**src/rtl/biquad_pkg.sv**
```systemverilog
// Shared definitions for the biquad band scheduler.
// Contents:
//   state_e          - scheduler FSM state encoding
//   SAMPLE_W_DEFAULT - default signed sample width
//   band_w()         - band-index width for a given band count (minimum 1 bit)
package biquad_pkg;

    typedef enum logic [1:0] {
        StIdle  = 2'd0,
        StIssue = 2'd1,
        StWait  = 2'd2,
        StOut   = 2'd3
    } state_e;

    localparam int unsigned SAMPLE_W_DEFAULT = 24;

    // A single band still needs one index bit so the ports never collapse to zero width.
    function automatic int unsigned band_w(input int unsigned num_bands);
        return (num_bands > 1) ? $clog2(num_bands) : 1;
    endfunction

endpackage

```
**src/rtl/biquad_scheduler_if.sv**
```systemverilog
// Engine and per-band result bus of the biquad scheduler.
// Signals:
//   eng_start_out/eng_band_out/eng_sample_out - scheduler -> engine request
//   eng_done_in/eng_result_in                 - engine -> scheduler completion
//   band_valid_out/band_idx_out/band_data_out - scheduler -> sink result stream
//   band_ready_in                             - sink -> scheduler backpressure
// Modports: master (scheduler side), slave (engine + sink side).
interface biquad_scheduler_if #(
    parameter int unsigned NUM_BANDS = 16,
    parameter int unsigned SAMPLE_W  = biquad_pkg::SAMPLE_W_DEFAULT
);
    localparam int unsigned BandW = biquad_pkg::band_w(NUM_BANDS);

    logic                eng_start_out;
    logic [BandW-1:0]    eng_band_out;
    logic [SAMPLE_W-1:0] eng_sample_out;
    logic                eng_done_in;
    logic [SAMPLE_W-1:0] eng_result_in;

    logic                band_valid_out;
    logic                band_ready_in;
    logic [BandW-1:0]    band_idx_out;
    logic [SAMPLE_W-1:0] band_data_out;

    modport master (
        output eng_start_out, eng_band_out, eng_sample_out,
        input  eng_done_in, eng_result_in,
        output band_valid_out, band_idx_out, band_data_out,
        input  band_ready_in
    );

    modport slave (
        input  eng_start_out, eng_band_out, eng_sample_out,
        output eng_done_in, eng_result_in,
        input  band_valid_out, band_idx_out, band_data_out,
        output band_ready_in
    );

endinterface

```
**src/rtl/biquad_scheduler.sv**
```systemverilog
// Sequences one shared biquad engine across NUM_BANDS bands for every input sample and
// streams the per-band results out over a valid/ready channel.
// Ports:
//   clk_in, rst_n_in         - clock, asynchronous active-low reset
//   sample_valid_in/sample_in - input sample strobe and data
//   bus (master)             - engine request/completion and band result stream
//   busy_out                 - high whenever a frame is in progress
//   frame_done_out           - one-cycle pulse after the last band handshake
//   overrun_out              - sticky: a sample arrived while busy and was dropped
//   overrun_clr_in           - clears overrun_out (and timeout_out); a set wins over a clear
//   timeout_out              - sticky engine-timeout flag, present only with
//                              BIQUAD_SCHED_TIMEOUT_EN defined
// Optional feature macro: BIQUAD_SCHED_TIMEOUT_EN (engine response timeout in WAIT).
module biquad_scheduler
    import biquad_pkg::*;
#(
    parameter int unsigned NUM_BANDS   = 16,
    parameter int unsigned SAMPLE_W    = SAMPLE_W_DEFAULT,
    parameter int unsigned TIMEOUT_CYC = 64
) (
    input  logic                clk_in,
    input  logic                rst_n_in,
    input  logic                sample_valid_in,
    input  logic [SAMPLE_W-1:0] sample_in,
    biquad_scheduler_if.master  bus,
    output logic                busy_out,
    output logic                frame_done_out,
    output logic                overrun_out,
`ifdef BIQUAD_SCHED_TIMEOUT_EN
    output logic                timeout_out,
`endif
    input  logic                overrun_clr_in
);

    localparam int unsigned BandW = band_w(NUM_BANDS);
    localparam logic [BandW-1:0] LastBand = BandW'(NUM_BANDS - 1);

    state_e              state_q, state_d;
    logic [BandW-1:0]    band_q;
    logic [SAMPLE_W-1:0] sample_q;
    logic [BandW-1:0]    idx_q;
    logic [SAMPLE_W-1:0] data_q;
    logic                frame_done_q;
    logic                overrun_q;

    logic accept;
    logic drop;
    logic eng_done;
    logic handshake;
    logic last_band;
    logic timeout_hit;

    assign accept    = (state_q == StIdle) && sample_valid_in;
    assign drop      = (state_q != StIdle) && sample_valid_in;
    // Completions outside WAIT are ignored.
    assign eng_done  = (state_q == StWait) && bus.eng_done_in;
    assign handshake = (state_q == StOut) && bus.band_ready_in;
    assign last_band = (band_q == LastBand);

`ifdef BIQUAD_SCHED_TIMEOUT_EN
    localparam int unsigned CntW = $clog2(TIMEOUT_CYC + 1);

    logic [CntW-1:0] cnt_q;
    logic            timeout_q;

    // Expiry on the TIMEOUT_CYC-th WAIT cycle; a same-cycle completion wins.
    assign timeout_hit = (state_q == StWait) && !bus.eng_done_in &&
                         (cnt_q == CntW'(TIMEOUT_CYC - 1));

    always_ff @(posedge clk_in or negedge rst_n_in) begin
        if (!rst_n_in) begin
            cnt_q     <= '0;
            timeout_q <= 1'b0;
        end else begin
            cnt_q <= (state_q == StWait) ? cnt_q + 1'b1 : '0;
            if (timeout_hit) begin
                timeout_q <= 1'b1;
            end else if (overrun_clr_in) begin
                timeout_q <= 1'b0;
            end
        end
    end

    assign timeout_out = timeout_q;
`else
    assign timeout_hit = 1'b0;
`endif

    // State register.
    always_ff @(posedge clk_in or negedge rst_n_in) begin
        if (!rst_n_in) begin
            state_q <= StIdle;
        end else begin
            state_q <= state_d;
        end
    end

    // Next-state logic.
    always_comb begin
        state_d = state_q;
        unique case (state_q)
            StIdle:  if (sample_valid_in) state_d = StIssue;
            StIssue: state_d = StWait;
            StWait:  if (bus.eng_done_in || timeout_hit) state_d = StOut;
            StOut:   if (bus.band_ready_in) state_d = last_band ? StIdle : StIssue;
            default: state_d = StIdle;
        endcase
    end

    // Outputs: everything is decoded from registers so reset clears it at once.
    always_comb begin
        bus.eng_start_out  = (state_q == StIssue);
        bus.eng_band_out   = band_q;
        bus.eng_sample_out = sample_q;
        bus.band_valid_out = (state_q == StOut);
        bus.band_idx_out   = idx_q;
        bus.band_data_out  = data_q;
        busy_out           = (state_q != StIdle);
        frame_done_out     = frame_done_q;
        overrun_out        = overrun_q;
    end

    // Datapath registers.
    always_ff @(posedge clk_in or negedge rst_n_in) begin
        if (!rst_n_in) begin
            band_q       <= '0;
            sample_q     <= '0;
            idx_q        <= '0;
            data_q       <= '0;
            frame_done_q <= 1'b0;
            overrun_q    <= 1'b0;
        end else begin
            frame_done_q <= handshake && last_band;

            if (accept) begin
                sample_q <= sample_in;
                band_q   <= '0;
            end else if (handshake && !last_band) begin
                band_q <= band_q + 1'b1;
            end

            if (eng_done) begin
                data_q <= bus.eng_result_in;
                idx_q  <= band_q;
            end else if (timeout_hit) begin
                data_q <= '0;
                idx_q  <= band_q;
            end

            if (drop) begin
                overrun_q <= 1'b1;
            end else if (overrun_clr_in) begin
                overrun_q <= 1'b0;
            end
        end
    end

endmodule

```
**src/flat_wrapper.sv**
```systemverilog
// flat-port wrapper written by rule: the top's interface ports become plain ports
module biquad_scheduler_flat import biquad_pkg::*;
#(
    parameter int unsigned NUM_BANDS   = 16,
    parameter int unsigned SAMPLE_W    = SAMPLE_W_DEFAULT,
    parameter int unsigned TIMEOUT_CYC = 64
)
  (clk_in, rst_n_in, sample_valid_in, sample_in, busy_out, frame_done_out, overrun_out, overrun_clr_in, bus_eng_start_out, bus_eng_band_out, bus_eng_sample_out, bus_eng_done_in, bus_eng_result_in, bus_band_valid_out, bus_band_idx_out, bus_band_data_out, bus_band_ready_in);
  biquad_scheduler_if #(.NUM_BANDS(NUM_BANDS), .SAMPLE_W(SAMPLE_W)) bus_i ();
  input  logic clk_in;
  input  logic rst_n_in;
  input  logic sample_valid_in;
  input  logic [SAMPLE_W-1:0] sample_in;
  output logic busy_out;
  output logic frame_done_out;
  output logic overrun_out;
  input  logic overrun_clr_in;
  output wire logic [$bits(bus_i.eng_start_out)-1:0] bus_eng_start_out;
  output wire logic [$bits(bus_i.eng_band_out)-1:0] bus_eng_band_out;
  output wire logic [$bits(bus_i.eng_sample_out)-1:0] bus_eng_sample_out;
  input wire logic [$bits(bus_i.eng_done_in)-1:0] bus_eng_done_in;
  input wire logic [$bits(bus_i.eng_result_in)-1:0] bus_eng_result_in;
  output wire logic [$bits(bus_i.band_valid_out)-1:0] bus_band_valid_out;
  output wire logic [$bits(bus_i.band_idx_out)-1:0] bus_band_idx_out;
  output wire logic [$bits(bus_i.band_data_out)-1:0] bus_band_data_out;
  input wire logic [$bits(bus_i.band_ready_in)-1:0] bus_band_ready_in;
  assign bus_eng_start_out = bus_i.eng_start_out;
  assign bus_eng_band_out = bus_i.eng_band_out;
  assign bus_eng_sample_out = bus_i.eng_sample_out;
  assign bus_i.eng_done_in = bus_eng_done_in;
  assign bus_i.eng_result_in = bus_eng_result_in;
  assign bus_band_valid_out = bus_i.band_valid_out;
  assign bus_band_idx_out = bus_i.band_idx_out;
  assign bus_band_data_out = bus_i.band_data_out;
  assign bus_i.band_ready_in = bus_band_ready_in;
  biquad_scheduler #(.NUM_BANDS(NUM_BANDS), .SAMPLE_W(SAMPLE_W), .TIMEOUT_CYC(TIMEOUT_CYC)) u_core (.clk_in(clk_in), .rst_n_in(rst_n_in), .sample_valid_in(sample_valid_in), .sample_in(sample_in), .bus(bus_i), .busy_out(busy_out), .frame_done_out(frame_done_out), .overrun_out(overrun_out), .overrun_clr_in(overrun_clr_in));
endmodule
```
**config.mk**
```make
export PLATFORM = sky130hd
export DESIGN_NAME = biquad_scheduler_flat
export DESIGN_NICKNAME = d
export VERILOG_FILES = /design/src/rtl/biquad_pkg.sv /design/src/rtl/biquad_scheduler_if.sv /design/src/rtl/biquad_scheduler.sv /design/src/flat_wrapper.sv
export SDC_FILE = /design/constraint.sdc
export NUM_CORES = 1
export LEC_CHECK = 0
export BUFFER_PORTS_ARGS = -buffer_cell sky130_fd_sc_hd__clkbuf_2
export CORE_MARGIN = 2
export CORE_UTILIZATION = 45
export DETAILED_ROUTE_END_ITERATION = 6
export PLACE_DENSITY = 0.8
export SLEW_MARGIN = 20
export SYNTH_ARGS = -nofsm -noshare
export SYNTH_HDL_FRONTEND = slang
export SYNTH_SLANG_ARGS = --single-unit
export TNS_END_PERCENT = 1
```
**constraint.sdc**
```tcl
create_clock -name clk_in -period 2.3 [get_ports clk_in]
set_clock_uncertainty 0.15 [all_clocks]
set_input_delay 0.23 -clock clk_in [delete_from_list [all_inputs] [get_ports clk_in]]
set_output_delay 0.23 -clock clk_in [all_outputs]
set_load 0.01 [all_outputs]
```
# == Word level (Yosys, flattened, before mapping) ==
# Cells that the tools add are included.
# totals
register_bits,60
word_cells,36
# classes
add_sub_neg,1
n_eq_ne,7
mux,9
n_reduce_logical,12
# op_table
cell,count
$mux W4,2
$pmux W2 S4,1
$logic_and A1 B1 Y1,6
$mux W2,3
$reduce_bool A2 Y1,3
$add A4 B1 Y4 const B,1
$eq A2 B2 Y1 const B,2
$eq A4 B4 Y1 const B,1
$ne A2 B2 Y1 const B,2
$mux W1,3
$reduce_and A3 Y1,1
$eq A2 B1 Y1 const B,1
$logic_not A2 Y1,1
$ne A2 B1 Y1 const B,1
$logic_not A1 Y1,1

# == Longest topological paths before layout ==
# depth
word_depth,5
depth_mapped,6

# == Worst setup path after synthesis ==
# No wires, ideal clock.
# synth_timing
path_kind,flip-flop to flip-flop
startpoint,reg u_core.state_q[0]
endpoint,"reg u_core.data_q[10], in the netlist u_core.bus.band_data_out[10]"
setup_ns,0.125
arrival_time_ns,1.398
required_ns,2.025
slack_ns,0.628
stages_incl_launch_ff,6
cell_sequence,dfrtp_1 -> inv_1 -> ha_1 -> nand2_2 -> buf_2 -> mux2_2
# synth_via
elab_chain_len,2
# synth_lines
item,line,rtl
"start, declared",biquad_scheduler.sv:38,"state_e state_q, state_d;"
"start signal, assigned",biquad_scheduler.sv:92,state_q <= StIdle;
"start signal, assigned",biquad_scheduler.sv:94,state_q <= state_d;
$eq A2 B2 Y1,biquad_scheduler.sv:56,assign eng_done = (state_q == StWait) && bus.eng_done_in;
$logic_and A1 B1 Y1,biquad_scheduler.sv:56,
"end signal, assigned",biquad_scheduler.sv:143,data_q <= bus.eng_result_in;
"end, declared",biquad_scheduler.sv:42,logic [SAMPLE_W-1:0] data_q;
# No other way between the ends.
# A chain may end at the register's enable or synchronous reset.

# == Final worst setup path ==
# layout_timing
startpoint,reg u_core.state_q[0]
endpoint,"reg u_core.sample_q[23], in the netlist u_core.bus.eng_sample_out[23]"
# layout_via
elab_chain_len,2
# layout_lines
item,line,rtl
$logic_not A2 Y1,biquad_scheduler.sv:53,assign accept = (state_q == StIdle) && sample_valid_in;
$logic_and A1 B1 Y1,biquad_scheduler.sv:53,
"end signal, assigned",biquad_scheduler.sv:136,sample_q <= sample_in;
"end, declared",biquad_scheduler.sv:40,logic [SAMPLE_W-1:0] sample_q;
# No other way between the ends.

==> impl_results.md <==
- Status: complete, no violations
- Area of the mapped netlist: 2474 um2
- Max cap viols: 0
- Detail Route Antenna Nets: 0
- Setup crit end kind: flip-flop
- Hpwl dp: 3870 um
- Worst-path clk slew: 0.06 ns
- Via count of the routed design: 1,908
- Maximum fanout along the worst path: 26
- Fillers: between 300 and 400
- Placed instance area: 3114 um2
- TritonRoute pass-1 iters: 4
- Unrepaired setup endpoints after global routing: false
- Period Utilization, post-route: 80.11%
- Antenna Cells: 0
- Number of global-route vias before repair: 2,074
- Worst reg-to-reg path cell count: 4
- Hold buffers post-CTS: 50
- Fmax achieved: between 0.5 and 0.6 GHz
- Post-synth net total: approximately 220
- Final setup TNS: 0 ns
- Sequential share of the synthesized area: between 60% and 70%
- Cells after Synth: approximately 160
- Cell Pwr Density: approximately 1200 nW/um2
- First-pass GRT wire length: 9915 um
- CTS tree: yes
- Area of the core: between 5000 and 6000 um2
- Clk buf depth: 2
- Hold Path Class: in -> reg
- Crit start category: flip-flop
- Die height: 78.14 um
- Die width: 78.14 um
- Setup Fix Bufs, Post-CTS: 0
- Leakage power total: 1.970 nW
- Post-layout util: 73.05%
- Root buffer cell: clkbuf_8
- TritonCTS Buffers: 9
- Max Slew Vio Count: 0
- Htree depth: 3
- Synth async-reset ratio: 100.0%
- Required @ worst endpoint: 2.36 ns
- All-Layer GR Usage: roughly 21%
- Starting Density: 47.52%
- WL final: 6239 um
- Worst skew pair latency: approximately 0.32 ns
- Post-synth EDFFs: 0
- Gr ovfl total: 0
- #FFs+latches synth: 60
- Hold depth: 3
- Initial antenna violation count: 0
- Post-Syn Area per Cell: 15.96 um2
- Peak VDD IR: 0.0007653 V
- Post-CTS sizing: 0
- Share of layout cells above drive strength 1: 55.26%
- I/O Pins: approximately 120
- Final Cell Area: approximately 3800 um2
- Warnings, synthesis: 0
- WL/cell: 15.48 um
- Slew margin rel.: 50.27%
- Placed Cells: roughly 340
- Netlist cell types: 27
- Slew @ Worst Pin: 0.7460 ns
- Die area: 6106 um2
- Largest net degree at the start of global routing: between 60 and 70
- Clock sinks: 60
- Final hold violations: 0
- Vias per cell: approximately 4.7
- Arrival time worst endpoint: around 1.9 ns
- Final std cells w/o fill: 403
- Residual DRC count: 0
- Min Tclk post-route: 1.843 ns
- Gpl congestion: 0.7866
- Worst Setup Path Type: reg -> reg
- # port buffers: 114
- Site Rows: 26
- Main synth FF type: dfrtp_1
- Layout overhead on the synthesized area: 53.72%
- Initial DRC Count: 70
- Final setup violation count: 0
- Final nets: 388
## cell type report
| cell class | instances | area [um2] | area share, % |
|---|---|---|---|
| Clock inverter | 4 | 22.52 | 0.5923 |
| Multi-Input combinational cell | 85 | 917.1 | 24.12 |
| Tap cell | 70 | 87.58 | 2.303 |
| Sequential cell | 60 | 1501 | 39.49 |
| Inverter | 6 | 22.52 | 0.5923 |
| Clock buffer | 12 | 165.2 | 4.344 |
| Timing Repair Buffer | 166 | 1086 | 28.56 |
## placed cells by master (no fill, tap or decap), drive strengths merged
cell | Yosys | routed
a21oi | 2 | 2
dlygate4sd3 | 0 | 50
and3 | 1 | 1
nor2 | 3 | 3
inv | 6 | 6
nor2b | 1 | 1
dfrtp | 60 | 60
o41ai | 2 | 2
a211oi | 2 | 2
a2111oi | 1 | 1
o311ai | 2 | 2
nand3 | 2 | 2
clkinv | 0 | 3
a2bb2oi | 1 | 1
nand2 | 3 | 3
or3 | 1 | 1
ha | 6 | 6
mux2 | 53 | 53
and2b | 1 | 1
clkinvlp | 0 | 1
nand4 | 1 | 1
clkbuf | 0 | 126
o21ai | 2 | 2
buf | 4 | 2
o22ai | 1 | 1
## path summary, 6_finish.rpt
path | slack [ns] | startpoint | to
max in group asynchronous | 1.04 | rst_n_in | u_core.frame_done_out
min in group asynchronous | 0.45 | rst_n_in | u_core.bus.eng_sample_out[2]
setup / recovery | 0.46 | u_core.state_q[0] | u_core.bus.eng_sample_out[23]
setup reg to reg | 0.46 | u_core.state_q[0] | u_core.bus.eng_sample_out[23]
hold reg to reg | 0.34 | u_core.bus.band_data_out[5] | u_core.bus.band_data_out[5]
hold / removal | 0.05 | bus_band_ready_in | u_core.bus.eng_band_out[1]
## stage by stage
| stage | setup slack (ns) | hold slack [ns] | power (mW) |
|---|---|---|---|
| CTS | 0.4534 | 0.03388 | 4.729 |
| detailed placement | 0.4597 | 0.2755 | 3.786 |
| global placement | 0.5321 | 0.2736 | 3.699 |
| finish | 0.4574 | 0.05017 | 4.709 |
| floorplan | 0.6277 | -0.2156 | 3.018 |
| global route | 0.3741 | 0.05227 | 4.995 |
## cell usage after synthesis (2+ instances only)
library cell | instances | area share [%]
mux2_1 | 5 | 2.3
inv_1 | 6 | 0.91
ha_1 | 6 | 3.0
buf_6 | 2 | 0.91
nand3_1 | 2 | 0.40
nor2_1 | 3 | 0.46
o21ai_0 | 2 | 0.40
mux2_2 | 30 | 14
dfrtp_1 | 60 | 61
o311ai_1 | 2 | 0.71
a21oi_1 | 2 | 0.40
o41ai_1 | 2 | 0.71
mux2_4 | 18 | 11
buf_2 | 2 | 0.40
## state kept, by name, summed over array words and instances, names as in the netlist
| name | flops |
|---|---|
| u_core.bus.band_data_out | 24 |
| u_core.bus.eng_sample_out | 24 |
| u_core.bus.band_idx_out | 4 |
| u_core.bus.eng_band_out | 4 |
| u_core.state_q | 2 |
| u_core.frame_done_out | 1 |
| u_core.overrun_out | 1 |
## worst max-delay path: stages (launching register included)
cell and delay [ns]:
dfrtp_1 0.40, inv_1 0.11, ha_1 0.30, nand2_4 0.37, mux2_2 0.39
## cell families after synthesis
family                   count (synthesis)  synth area share [%]
AND/OR/NAND/NOR                         13                 3.137
AO/OA/AOI/OAI                           13                 4.047
buffers and inverters                   10                 2.225
flip-flops                              60                 60.70
adder cells (fa/ha/maj)                  6                 3.035
multiplexers                            53                 26.86
## where the power goes
| part | switching [mW] | total (mW) | internal (mW) |
|---|---|---|---|
| Combinational | 0.896 | 1.96 | 1.07 |
| Clock | 0.387 | 0.860 | 0.473 |
| Sequential | 0.320 | 1.89 | 1.57 |
## metal layers
metal  wire length (um)  track usage, %  up-vias  share of wire [%]
met5                  0               0        -                  0
met2               3424           39.22       63                 55
met3                262           4.828       20                4.2
met1               2351           22.68      925                 38
li1                   -               -      900                  -
met4                201           11.93        0                3.2
(Power assumes the default switching activity.)
